**src/rtl/stage_if_prefetch_pkg.sv**
```systemverilog
// stage_if_prefetch_pkg: shared fetch-stage state encoding
package stage_if_prefetch_pkg;
  typedef enum logic [1:0] {
    IF_IDLE = 2'd0,
    IF_REQ  = 2'd1,
    IF_WAIT = 2'd2
  } if_state_e;
endpackage

```
**src/rtl/stage_if_prefetch_fifo.sv**
```systemverilog
// stage_if_prefetch_fifo: sync FIFO with flush; caller never pushes when full or pops when empty
module stage_if_prefetch_fifo #(
  parameter int WIDTH = 64,
  parameter int DEPTH = 4
) (
  input  logic                       clk,
  input  logic                       rst,
  input  logic                       flush_i,
  input  logic                       push_i,
  input  logic                       pop_i,
  input  logic [WIDTH-1:0]           data_i,
  output logic [WIDTH-1:0]           data_o,
  output logic [$clog2(DEPTH):0]     count_o
);
  localparam int AW = $clog2(DEPTH);
  localparam int CW = AW + 1;
  logic [WIDTH-1:0] mem_q [DEPTH];
  logic [AW-1:0]    wr_q, rd_q;
  logic [CW-1:0]    count_q;
  always_ff @(posedge clk)
    if (push_i) mem_q[wr_q] <= data_i;
  always_ff @(posedge clk)
    if (rst || flush_i) begin
      wr_q    <= '0;
      rd_q    <= '0;
      count_q <= '0;
    end else begin
      wr_q    <= wr_q + AW'(push_i);
      rd_q    <= rd_q + AW'(pop_i);
      count_q <= count_q + CW'(push_i) - CW'(pop_i);
    end
  assign data_o  = mem_q[rd_q];
  assign count_o = count_q;
endmodule

```
**src/rtl/stage_if_prefetch.sv**
```systemverilog
// stage_if_prefetch: sequential instruction fetch into a DEPTH-entry prefetch queue,
// one request outstanding, redirect flushes the queue and drops the in-flight response
module stage_if_prefetch
  import stage_if_prefetch_pkg::*;
#(
  parameter int                ADDR_W   = 32,
  parameter int                INST_W   = 32,
  parameter int                DEPTH    = 4,
  parameter logic [ADDR_W-1:0] RESET_PC = '0,
  parameter int                PC_STEP  = 4
) (
  input  logic              clk,
  input  logic              rst,
  output logic              mem_req_o,
  output logic [ADDR_W-1:0] mem_addr_o,
  input  logic              mem_gnt_i,
  input  logic              mem_rvalid_i,
  input  logic [INST_W-1:0] mem_rdata_i,
  input  logic              br_i,
  input  logic [ADDR_W-1:0] br_target_i,
  output logic              id_valid_o,
  input  logic              id_ready_i,
  output logic [ADDR_W-1:0] id_pc_o,
  output logic [INST_W-1:0] id_inst_o,
  output logic              stallreq_o
);
  localparam int CW = $clog2(DEPTH) + 1;
  if_state_e                state_q, state_d;
  logic [ADDR_W-1:0]        fetch_pc_q, fetch_pc_d, issued_pc_q, issued_pc_d;
  logic                     discard_q, discard_d;
  logic [CW-1:0]            count, cnt_nxt;
  logic                     push, pop;
  logic [ADDR_W+INST_W-1:0] head;
  assign id_valid_o = count != '0;
  assign stallreq_o = !id_valid_o;
  assign pop        = id_valid_o && id_ready_i && !br_i;
  assign push       = state_q == IF_WAIT && mem_rvalid_i && !discard_q && !br_i;
  assign cnt_nxt    = br_i ? '0 : count + CW'(push) - CW'(pop);
  assign mem_req_o  = state_q == IF_REQ;
  assign mem_addr_o = mem_req_o ? fetch_pc_q : '0;
  assign id_pc_o    = id_valid_o ? head[ADDR_W+INST_W-1:INST_W] : '0;
  assign id_inst_o  = id_valid_o ? head[INST_W-1:0] : '0;
  stage_if_prefetch_fifo #(.WIDTH(ADDR_W + INST_W), .DEPTH(DEPTH)) u_fifo (
    .clk     (clk),
    .rst     (rst),
    .flush_i (br_i),
    .push_i  (push),
    .pop_i   (pop),
    .data_i  ({issued_pc_q, mem_rdata_i}),
    .data_o  (head),
    .count_o (count)
  );
  always_comb begin
    state_d     = state_q;
    fetch_pc_d  = fetch_pc_q;
    issued_pc_d = issued_pc_q;
    discard_d   = discard_q;
    case (state_q)
      IF_IDLE: state_d = count < CW'(DEPTH) ? IF_REQ : IF_IDLE;
      IF_REQ:
        if (mem_gnt_i) begin
          state_d     = IF_WAIT;
          issued_pc_d = fetch_pc_q;
          fetch_pc_d  = fetch_pc_q + ADDR_W'(PC_STEP);
          discard_d   = br_i;
        end
      IF_WAIT:
        if (mem_rvalid_i) begin
          discard_d = 1'b0;
          state_d   = cnt_nxt < CW'(DEPTH) ? IF_REQ : IF_IDLE;
        end else if (br_i) discard_d = 1'b1;
      default: state_d = IF_IDLE;
    endcase
    // a redirect wins over the sequential increment
    if (br_i) fetch_pc_d = {br_target_i[ADDR_W-1:2], 2'b00};
  end
  always_ff @(posedge clk)
    if (rst) begin
      state_q     <= IF_IDLE;
      fetch_pc_q  <= RESET_PC;
      issued_pc_q <= '0;
      discard_q   <= 1'b0;
    end else begin
      state_q     <= state_d;
      fetch_pc_q  <= fetch_pc_d;
      issued_pc_q <= issued_pc_d;
      discard_q   <= discard_d;
    end
endmodule

```
**config.mk**
```make
export PLATFORM = sky130hd
export DESIGN_NAME = stage_if_prefetch
export DESIGN_NICKNAME = d
export VERILOG_FILES = /design/src/rtl/stage_if_prefetch_pkg.sv /design/src/rtl/stage_if_prefetch_fifo.sv /design/src/rtl/stage_if_prefetch.sv
export SDC_FILE = /design/constraint.sdc
export NUM_CORES = 1
export LEC_CHECK = 0
export ABC_AREA = 1
export CAP_MARGIN = 20
export CORE_MARGIN = 1
export CORE_UTILIZATION = 66
export CTS_BUF_LIST = sky130_fd_sc_hd__clkbuf_4
export CTS_CLUSTER_DIAMETER = 150
export DETAILED_ROUTE_END_ITERATION = 8
export DONT_BUFFER_PORTS = 1
export PLACE_DENSITY = 0.89
export RECOVER_POWER = 50
export REMOVE_ABC_BUFFERS = 1
export SKIP_LAST_GASP = 1
export SLEW_MARGIN = 20
export SYNTH_ARGS = -nofsm -noshare
export SYNTH_HDL_FRONTEND = slang
export SYNTH_SLANG_ARGS = --single-unit
```
**constraint.sdc**
```tcl
create_clock -name clk -period 15 [get_ports clk]
set_input_delay 4.5 -clock clk [delete_from_list [all_inputs] [get_ports clk]]
set_output_delay 4.5 -clock clk [all_outputs]
set_load 0.05 [all_outputs]
```
==> results of run 1 <==
==> logic make-up after synthesis <==
kind of cell / share of synthesized area, %
flip-flops: 65.9
XOR/XNOR: 0.653
buffers and inverters: 4.80
other: 0.0279
AND/OR/NAND/NOR: 17.6
adder cells (fa/ha/maj): 0.429
AO/OA/AOI/OAI: 10.6
==> critical path, delay by kind of cell <==
kind,cells,cell delay [ns]
AND/OR/NAND/NOR,2,0.64
buffers and inverters,3,3.06
==> worst paths after layout <==
kind	from	endpoint	slack (ns)	cells past startpoint
worst max-delay path	mem_rvalid_i	u_fifo.mem_q[2][22]	6.90	5
worst min-delay path	issued_pc_q[24]	u_fifo.mem_q[0][56]	0.47	0
worst max register to register	state_q[0]	u_fifo.mem_q[2][22]	10.10	5
worst min register to register	issued_pc_q[24]	u_fifo.mem_q[0][56]	0.47	0
==> synthesized netlist by cell type <==
master,count
a211oi_1,2
a21oi_1,119
a21oi_2,2
a22oi_1,1
a31oi_1,5
and2_1,2
buf_1,14
buf_2,20
buf_4,7
buf_6,1
clkbuf_1,30
clkbuf_2,3
conb_1,1
dfxtp_1,70
edfxtp_1,248
fa_1,1
ha_1,3
inv_1,74
inv_2,6
nand2_1,172
nand2_2,5
nand2_4,3
nand3_1,32
nand4_1,4
nor2_1,322
nor2_2,1
nor2_4,9
nor2_8,2
nor3_1,10
nor4_4,1
o21ai_0,137
o21ai_1,10
o21bai_1,1
o22ai_1,1
or2_2,4
xnor2_1,1
xor2_1,9
==> registers in the layout (all words and copies together), names as in the netlist <==
signal	count
u_fifo.mem_q	248
fetch_pc_q	30
issued_pc_q	30
u_fifo.count_o	3
state_q	2
u_fifo.rd_q	2
u_fifo.wr_q	2
discard_q	1
==> power by group through the flow <==
stage,Sequential [mW],Clock [mW],Combinational (mW)
2_1_floorplan,0.981,0,0.0492
3_3_place_gp,0.984,0,0.0577
3_5_place_dp,0.985,0,0.0592
4_1_cts,0.965,0.727,0.0595
5_1_grt,0.966,0.773,0.0642
6_report,0.966,0.714,0.0584
==> routing by layer <==
metal | GRT usage [%] | share of wire, % | vias up
met3 | 7.98 | 10 | 46
met2 | 48.1 | 49 | 420
li1 | - | - | 4573
met1 | 33.7 | 39 | 4509
met5 | 0 | 0 | -
met4 | 11.6 | 1.7 | 0
==> metrics by stage <==
stage / cells / instance area, sq um
final: 1678 / 14500
after global routing: 1678 / 14500
after CTS: 1677 / 14600
after detailed placement: 1542 / 13600
after global placement: 1542 / 13600
after floorplan: 1261 / 13100
==> area by class of cell <==
type | count | area share (%)
flip-flops and latches | 318 | 61.0
multi-input cells | 863 | 27.0
clock buffers | 119 | 6.15
well taps | 265 | 2.28
inverters | 80 | 2.07
clock inverters | 16 | 0.784
repair buffers | 16 | 0.750
diodes | 1 | 0.0172
==> metrics.md, run 1 <==
| Metric | Value |
|---|---|
| Outcome | finished with violations |
| Failing checks | capacitance limit, slew limit |
| Max-slew violation count | approximately 230 |
| Final Setup Violations | 0 |
| First-pass GRT wire length | ~45 mm |
| DR vias | between 9000 and 10000 |
| Site Rows | between 50 and 60 |
| Worst VDD drop | 0.0570 mV |
| Top-Level Pins | roughly 170 |
| Yosys reg bits | 318 |
| CTS tree | done |
| CP peak stage delay | about 2.8 ns |
| Worst-case clock buffer depth | 3 |
| CP arrival | between 8 and 9 ns |
| Setup Buffers After CTS | 0 |
| Fin crit share | 54.0% |
| Pint | around 1.4 mW |
| Core Area | approximately 20000 sq um |
| Nets | around 1400 |
| GRT Util Overall | between 20 and 30% |
| Hold_buf cts | 0 |
| Final Hold Viols | 0 |
| Core Util, Final | between 70% and 80% |
| Worst-path cell chain | inv_1, nor4_1, inv_1, nor3_1, clkbuf_1 |
| Remaining global-route overflow | 0 |
| Post-synth top area cell | edfxtp_1 |
| Total power | 1.74 mW |
| Clock sink total | 318 |
| Comb power frac | under 10% |
| Htree depth | 3 |
| Fin crit period | a little over 8 ns |
| Relative slew margins | -168% |
| Clk slew on worst S/H paths | ~0.080 ns |
| Antenna violations before repair | 1 |
| Share of layout cells above drive strength 1 | 12.2% |
| Syn-to-layout area delta | 8.21% |
| Clk root buf | clkbuf_4 |
| Maxcap violations | 4 |
| # resized after CTS | 0 |
| DR WL/cell | 17.4 microns |
| Setup crit end kind | register |
| Worst Path Required | between 15 and 20 ns |
| Critical path startpoint category | primary input |
| Largest net degree at the start of global routing | 103 |
| DR vias/cell | ~5.7 |
| Iteration-0 DRC count of the detailed router | roughly 870 |
| Crit Path Class | in2reg |
| RSZ-0062 raised after global routing | no |
| Antenna Violating Nets Remaining | 0 |
| Flip-flop and latch area | 8850 sq um |
| Number of global-route vias before repair | between 9000 and 10000 |
| Number of fillers in the final layout | ~1300 |
| Setup WS pre-CTS | 7.63 ns |
| Most frequent cells in the layout | 324 x nor2_1, 248 x edfxtp_1, 172 x nand2_1, 146 x o21ai_0, 119 x clkbuf_4 |
| Synth area leaders | edfxtp_1 55%, dfxtp_1 10%, nor2_1 9.0%, o21ai_0 5.1%, nand2_1 4.8% |
| Die area | around 21000 sq um |
| Sequential share of the synthesized area | roughly 66% |
| Sequential share of power | 55.6% |
| I/O Buffers | 0 |
| Die Width | 145 microns |
| Chip height | between 100 and 150 microns |
| Net Sw Power | 377 uW |
| Top cell type's share of synthesized area | approximately 55% |
| Starting Density | between 60% and 70% |
| Worst Hold Class | reg2reg |
| Total of warnings raised by yosys | 0 |
| Synthesized instance count | 1333 |
| Cell repeated most along the worst path | inv_1 |
| Final worst setup slack | approximately 7 ns |
| Drt drc | 0 |
| Final TNS setup | 0 ns |
| Area of the multi-input gates | about 3900 sq um |
| Setup Skew | roughly 0.05 ns |
| Fmax | 124 MHz |
| Routability cong. | between 0.8 and 0.9 |
| Final WL | 29.2 mm |
| Synth cell types | 37 |
| Worst Tran Pin Value | about 4.0 ns |
| Clock power share | approximately two fifths |
| Most common cell after layout, fill and taps aside | nor2_1 |
| Clock Latency Late Sink | just under 0.7 ns |
| Post-DP HPWL | approximately 17 mm |
| Lkg Pwr | 5.17 nW |
| Worst hold slack | 0.469 ns |
| Power per cell area | between 100 and 150 nW/um^2 |
| Cell Area, Synth | ~13000 sq um |
| Avg Cell Area, Syn | approximately 10 sq um |
| CTS Buf Count | 74 |
| Drt pass-1 iters | 5 |
| Critical path's slowest cell | clkbuf_1 |
| Switching share of power | between 20% and 30% |
| Critical Path Fanout Max | 62 |
Note: power is estimated with default switching activity, not from simulation.
==> run 2: changes to the inputs <==
--- a/config.mk
+++ b/config.mk
@@ -8,12 +8,12 @@
 export ABC_AREA = 1
 export CAP_MARGIN = 20
 export CORE_MARGIN = 1
-export CORE_UTILIZATION = 66
+export CORE_UTILIZATION = 59
 export CTS_BUF_LIST = sky130_fd_sc_hd__clkbuf_4
 export CTS_CLUSTER_DIAMETER = 150
 export DETAILED_ROUTE_END_ITERATION = 8
 export DONT_BUFFER_PORTS = 1
-export PLACE_DENSITY = 0.89
+export PLACE_DENSITY = 0.85
 export RECOVER_POWER = 50
 export REMOVE_ABC_BUFFERS = 1
 export SKIP_LAST_GASP = 1
==> constraint.sdc (replaced) <==
create_clock -name clk -period 7.3 [get_ports clk]
set_input_delay 2.19 -clock clk [delete_from_list [all_inputs] [get_ports clk]]
set_output_delay 2.19 -clock clk [all_outputs]
set_load 0.05 [all_outputs]
==> run 2 against run 1 <==
Clock skew down 0.016 ns. The flow finishes with violations (DRC, capacitance limit, slew limit). Via count about the same. Combinational power up 110%. Largest cell class unchanged.
==> metrics.md, run 2 (synthesis results as in run 1) <==
| Metric | Value |
|---|---|
| Core Util, Final | 66.0% (-7.6 points) |
| Failing checks | DRC, capacitance limit, slew limit |
| Pint | 2.79 mW (+110%) |
| Relative slew margins | -60.8% (+110 points) |
| Outcome | finished with violations |
| Critical path startpoint category | register |
| Endpoint, Worst Hold | issued_pc_q[11] |
| Number of global-route vias before repair | 9319 (+2.1%) |
| Final Setup Violations | 0 (unchanged) |
| Antenna Violating Nets Remaining | 0 (unchanged) |
| Power per cell area | 245 nW/um^2 (+100%) |
| Crit Path Class | reg2out |
| Worst Hold Class | reg2reg |
| Worst VDD drop | 0.126 mV (+120%) |
| DR vias | 9545 (-0.031%) |
| Placed insts | 1564 (+1.4%) |
| Setup crit end kind | output pin |
| I/O Buffers | 0 (unchanged) |
| Most flops, register | u_fifo.mem_q |
| Starting Density | 60.7% (-7.3 points) |
| Worst hold path cell count | 2 (+2) |
| Iteration-0 DRC count of the detailed router | 937 (+7.9%) |
| Total power | 3.57 mW (+110%) |
| Worst-path cell chain | buf_4, nor2_1, nor2_1, o21ai_0, a21oi_1 |
| Die Width | 153 microns (+5.7%) |
| Htree depth | 3 (unchanged) |
| Site Rows | 54 (+5.9%) |
| Top-Level Pins | 169 (unchanged) |
| Remaining global-route overflow | 0 (unchanged) |
| # resized after CTS | 0 (unchanged) |
| Hold Path Origin | issued_pc_q[11] |
| RSZ-0062 raised after global routing | no |
| Critical Path Fanout Max | 82 (+32%) |
| Fin crit period | between 5 and 6 ns |
| Cell repeated most along the worst path | nor2_1 |
| GRT Util Overall | 25.6% (-2.7 points) |
| Syn-to-layout area delta | 8.75% |
| Comb power frac | 3.4% (about the same) |
| First-pass GRT wire length | 46.9 mm (+4.8%) |
| Clock sink total | 318 (unchanged) |
| Final Hold Viols | 0 (unchanged) |
| Worst-case clock buffer depth | 3 (unchanged) |
| Net Sw Power | 777 uW (+110%) |
| Most common cell after layout, fill and taps aside | nor2_1 |
| DR vias/cell | 5.61 (-1.4%) |
| Core Area | 22100 sq um (+12%) |
| Maxcap violations | 1 (-3) |
| Reg2Reg Depth | 9 (+4) |
| Clk slew on worst S/H paths | 0.06 ns (-0.02 ns) |
| DR WL/cell | 17.2 microns (-1.1%) |
| Number of fillers in the final layout | 1723 (+30%) |
| R2R Path Start | state_q[0] |
| Drt drc | 11 (+11) |
| CP peak stage delay | 0.95 ns (-1.89 ns) |
| Nets | 1438 (+0.77%) |
| Clk root buf | clkbuf_4 |
| Area of the multi-input gates | 3910 sq um (about the same) |
| Top flop regs | u_fifo.mem_q x248, fetch_pc_q x30, issued_pc_q x30 |
| Worst Tran Pin Value | 2.40 ns (-1.62 ns) |
| Final WL | 29.3 mm (+0.27%) |
| Flip-flop and latch area | 8850 sq um (unchanged) |
| RR Endpoint | fetch_pc_q[26] |
| CTS Buf Count | 78 (+5.4%) |
| Setup Buffers After CTS | 0 (unchanged) |
| Share of layout cells above drive strength 1 | 12.4% (+0.21 points) |
| Worst Path Required | 5.11 ns (-10.04 ns) |
| Clock power share | 41.0% (about the same) |
| Sequential share of power | 55.6% (about the same) |
| Most frequent cells in the layout | 324 x nor2_1, 248 x edfxtp_1, 172 x nand2_1, 142 x o21ai_0, 119 x a21oi_1 |
| Antenna violations before repair | 1 (unchanged) |
| Hold_buf cts | 0 (unchanged) |
| Worst hold slack | 0.496 ns (+0.0272 ns) |
| Reg2Reg Setup Slack | 2.63 ns (-7.47 ns) |
| Lkg Pwr | 5.20 nW (+0.57%) |
| CP arrival | 3.39 ns (-4.86 ns) |
| Routability cong. | 0.927 (+3.8%) |
| Fin cells | 1701 (+1.4%) |
| Largest net degree at the start of global routing | 83 (-19%) |
| Critical path's slowest cell | dfxtp_4 |
| Switching share of power | 21.8% (+0.068 points) |
| Chip height | 153 microns (+5.7%) |
| CTS tree | done |
| Setup Skew | 0.0341 ns (-0.0159 ns) |
| Die area | 23400 sq um (+12%) |
| Fmax | between 150 and 200 MHz |
| Post-DP HPWL | 16.8 mm (+1.3%) |
| Max-slew violation count | 38 (-83%) |
| Clock Latency Late Sink | 0.66 ns (-0.02 ns) |
| Max reg flops | 248 (unchanged) |
| Fin crit share | 76.4% |
| Drt pass-1 iters | 7 (+2) |
run 2: cell count changes in the layout (fill, tap and decap cells not counted):
cell,before,now
clkbuf_4,119,118
o21ai_1,1,5
clkbuf_1,3,2
buf_4,13,21
nor3_2,2,3
inv_2,7,5
nor3_1,8,7
o21ai_0,146,142
clkinv_1,9,13
a21oi_1,117,119
a21oi_2,4,2
run 2: cell type report:
cell class,count,share of cell area (%)
Sequential cell,318,60.7
Multi-Input combinational cell,863,26.8
Antenna cell,1,0.0171
Tap cell,280,2.40
Timing Repair Buffer,23,1.13
Inverter,80,2.06
Clock inverter,18,0.832
Clock buffer,118,6.07
run 2: power groups by stage:
stage	combinational, mW	clock (mW)	sequential (mW)
final	0.121	1.46	1.98
after global routing	0.132	1.60	1.99
after CTS	0.123	1.50	1.98
after detailed placement	0.123	0	2.02
after global placement	0.120	0	2.02
after floorplan	0.101	0	2.02
run 2: worst max path at each step:
stage	startpoint	endpoint	cells after the start
floorplan	u_fifo.count_o[1]	id_valid_o	2
global placement	u_fifo.rd_q[0]	id_inst_o[25]	5
detailed placement	u_fifo.rd_q[0]	id_inst_o[11]	5
CTS	u_fifo.rd_q[0]	id_inst_o[11]	5
global route	u_fifo.rd_q[0]	id_inst_o[25]	5
finish	u_fifo.rd_q[0]	id_inst_o[11]	5
run 2: metal layers:
layer	track usage [%]	vias up	part of all wire, %
met1	32.3	4440	40
met2	40.8	453	47
met5	0	-	0
li1	-	4591	-
met4	12.0	0	2.5
met3	7.63	61	11
run 2: per-stage QoR:
stage / setup TNS (ns) / instance area, sq um / setup WS, ns
floorplan: -68.49 / 13100 / -0.872
global placement: 0 / 13600 / 2.46
detailed placement: 0 / 13600 / 2.37
CTS: 0 / 14600 / 1.67
global route: 0 / 14600 / 1.47
finish: 0 / 14600 / 1.72
run 2: critical path: cells and delay by family, from the launching register on:
kind / cells / cell delay (ns)
buffers and inverters: 1 / 0.56
flip-flops: 1 / 0.95
AO/OA/AOI/OAI: 2 / 1.05
AND/OR/NAND/NOR: 2 / 0.19
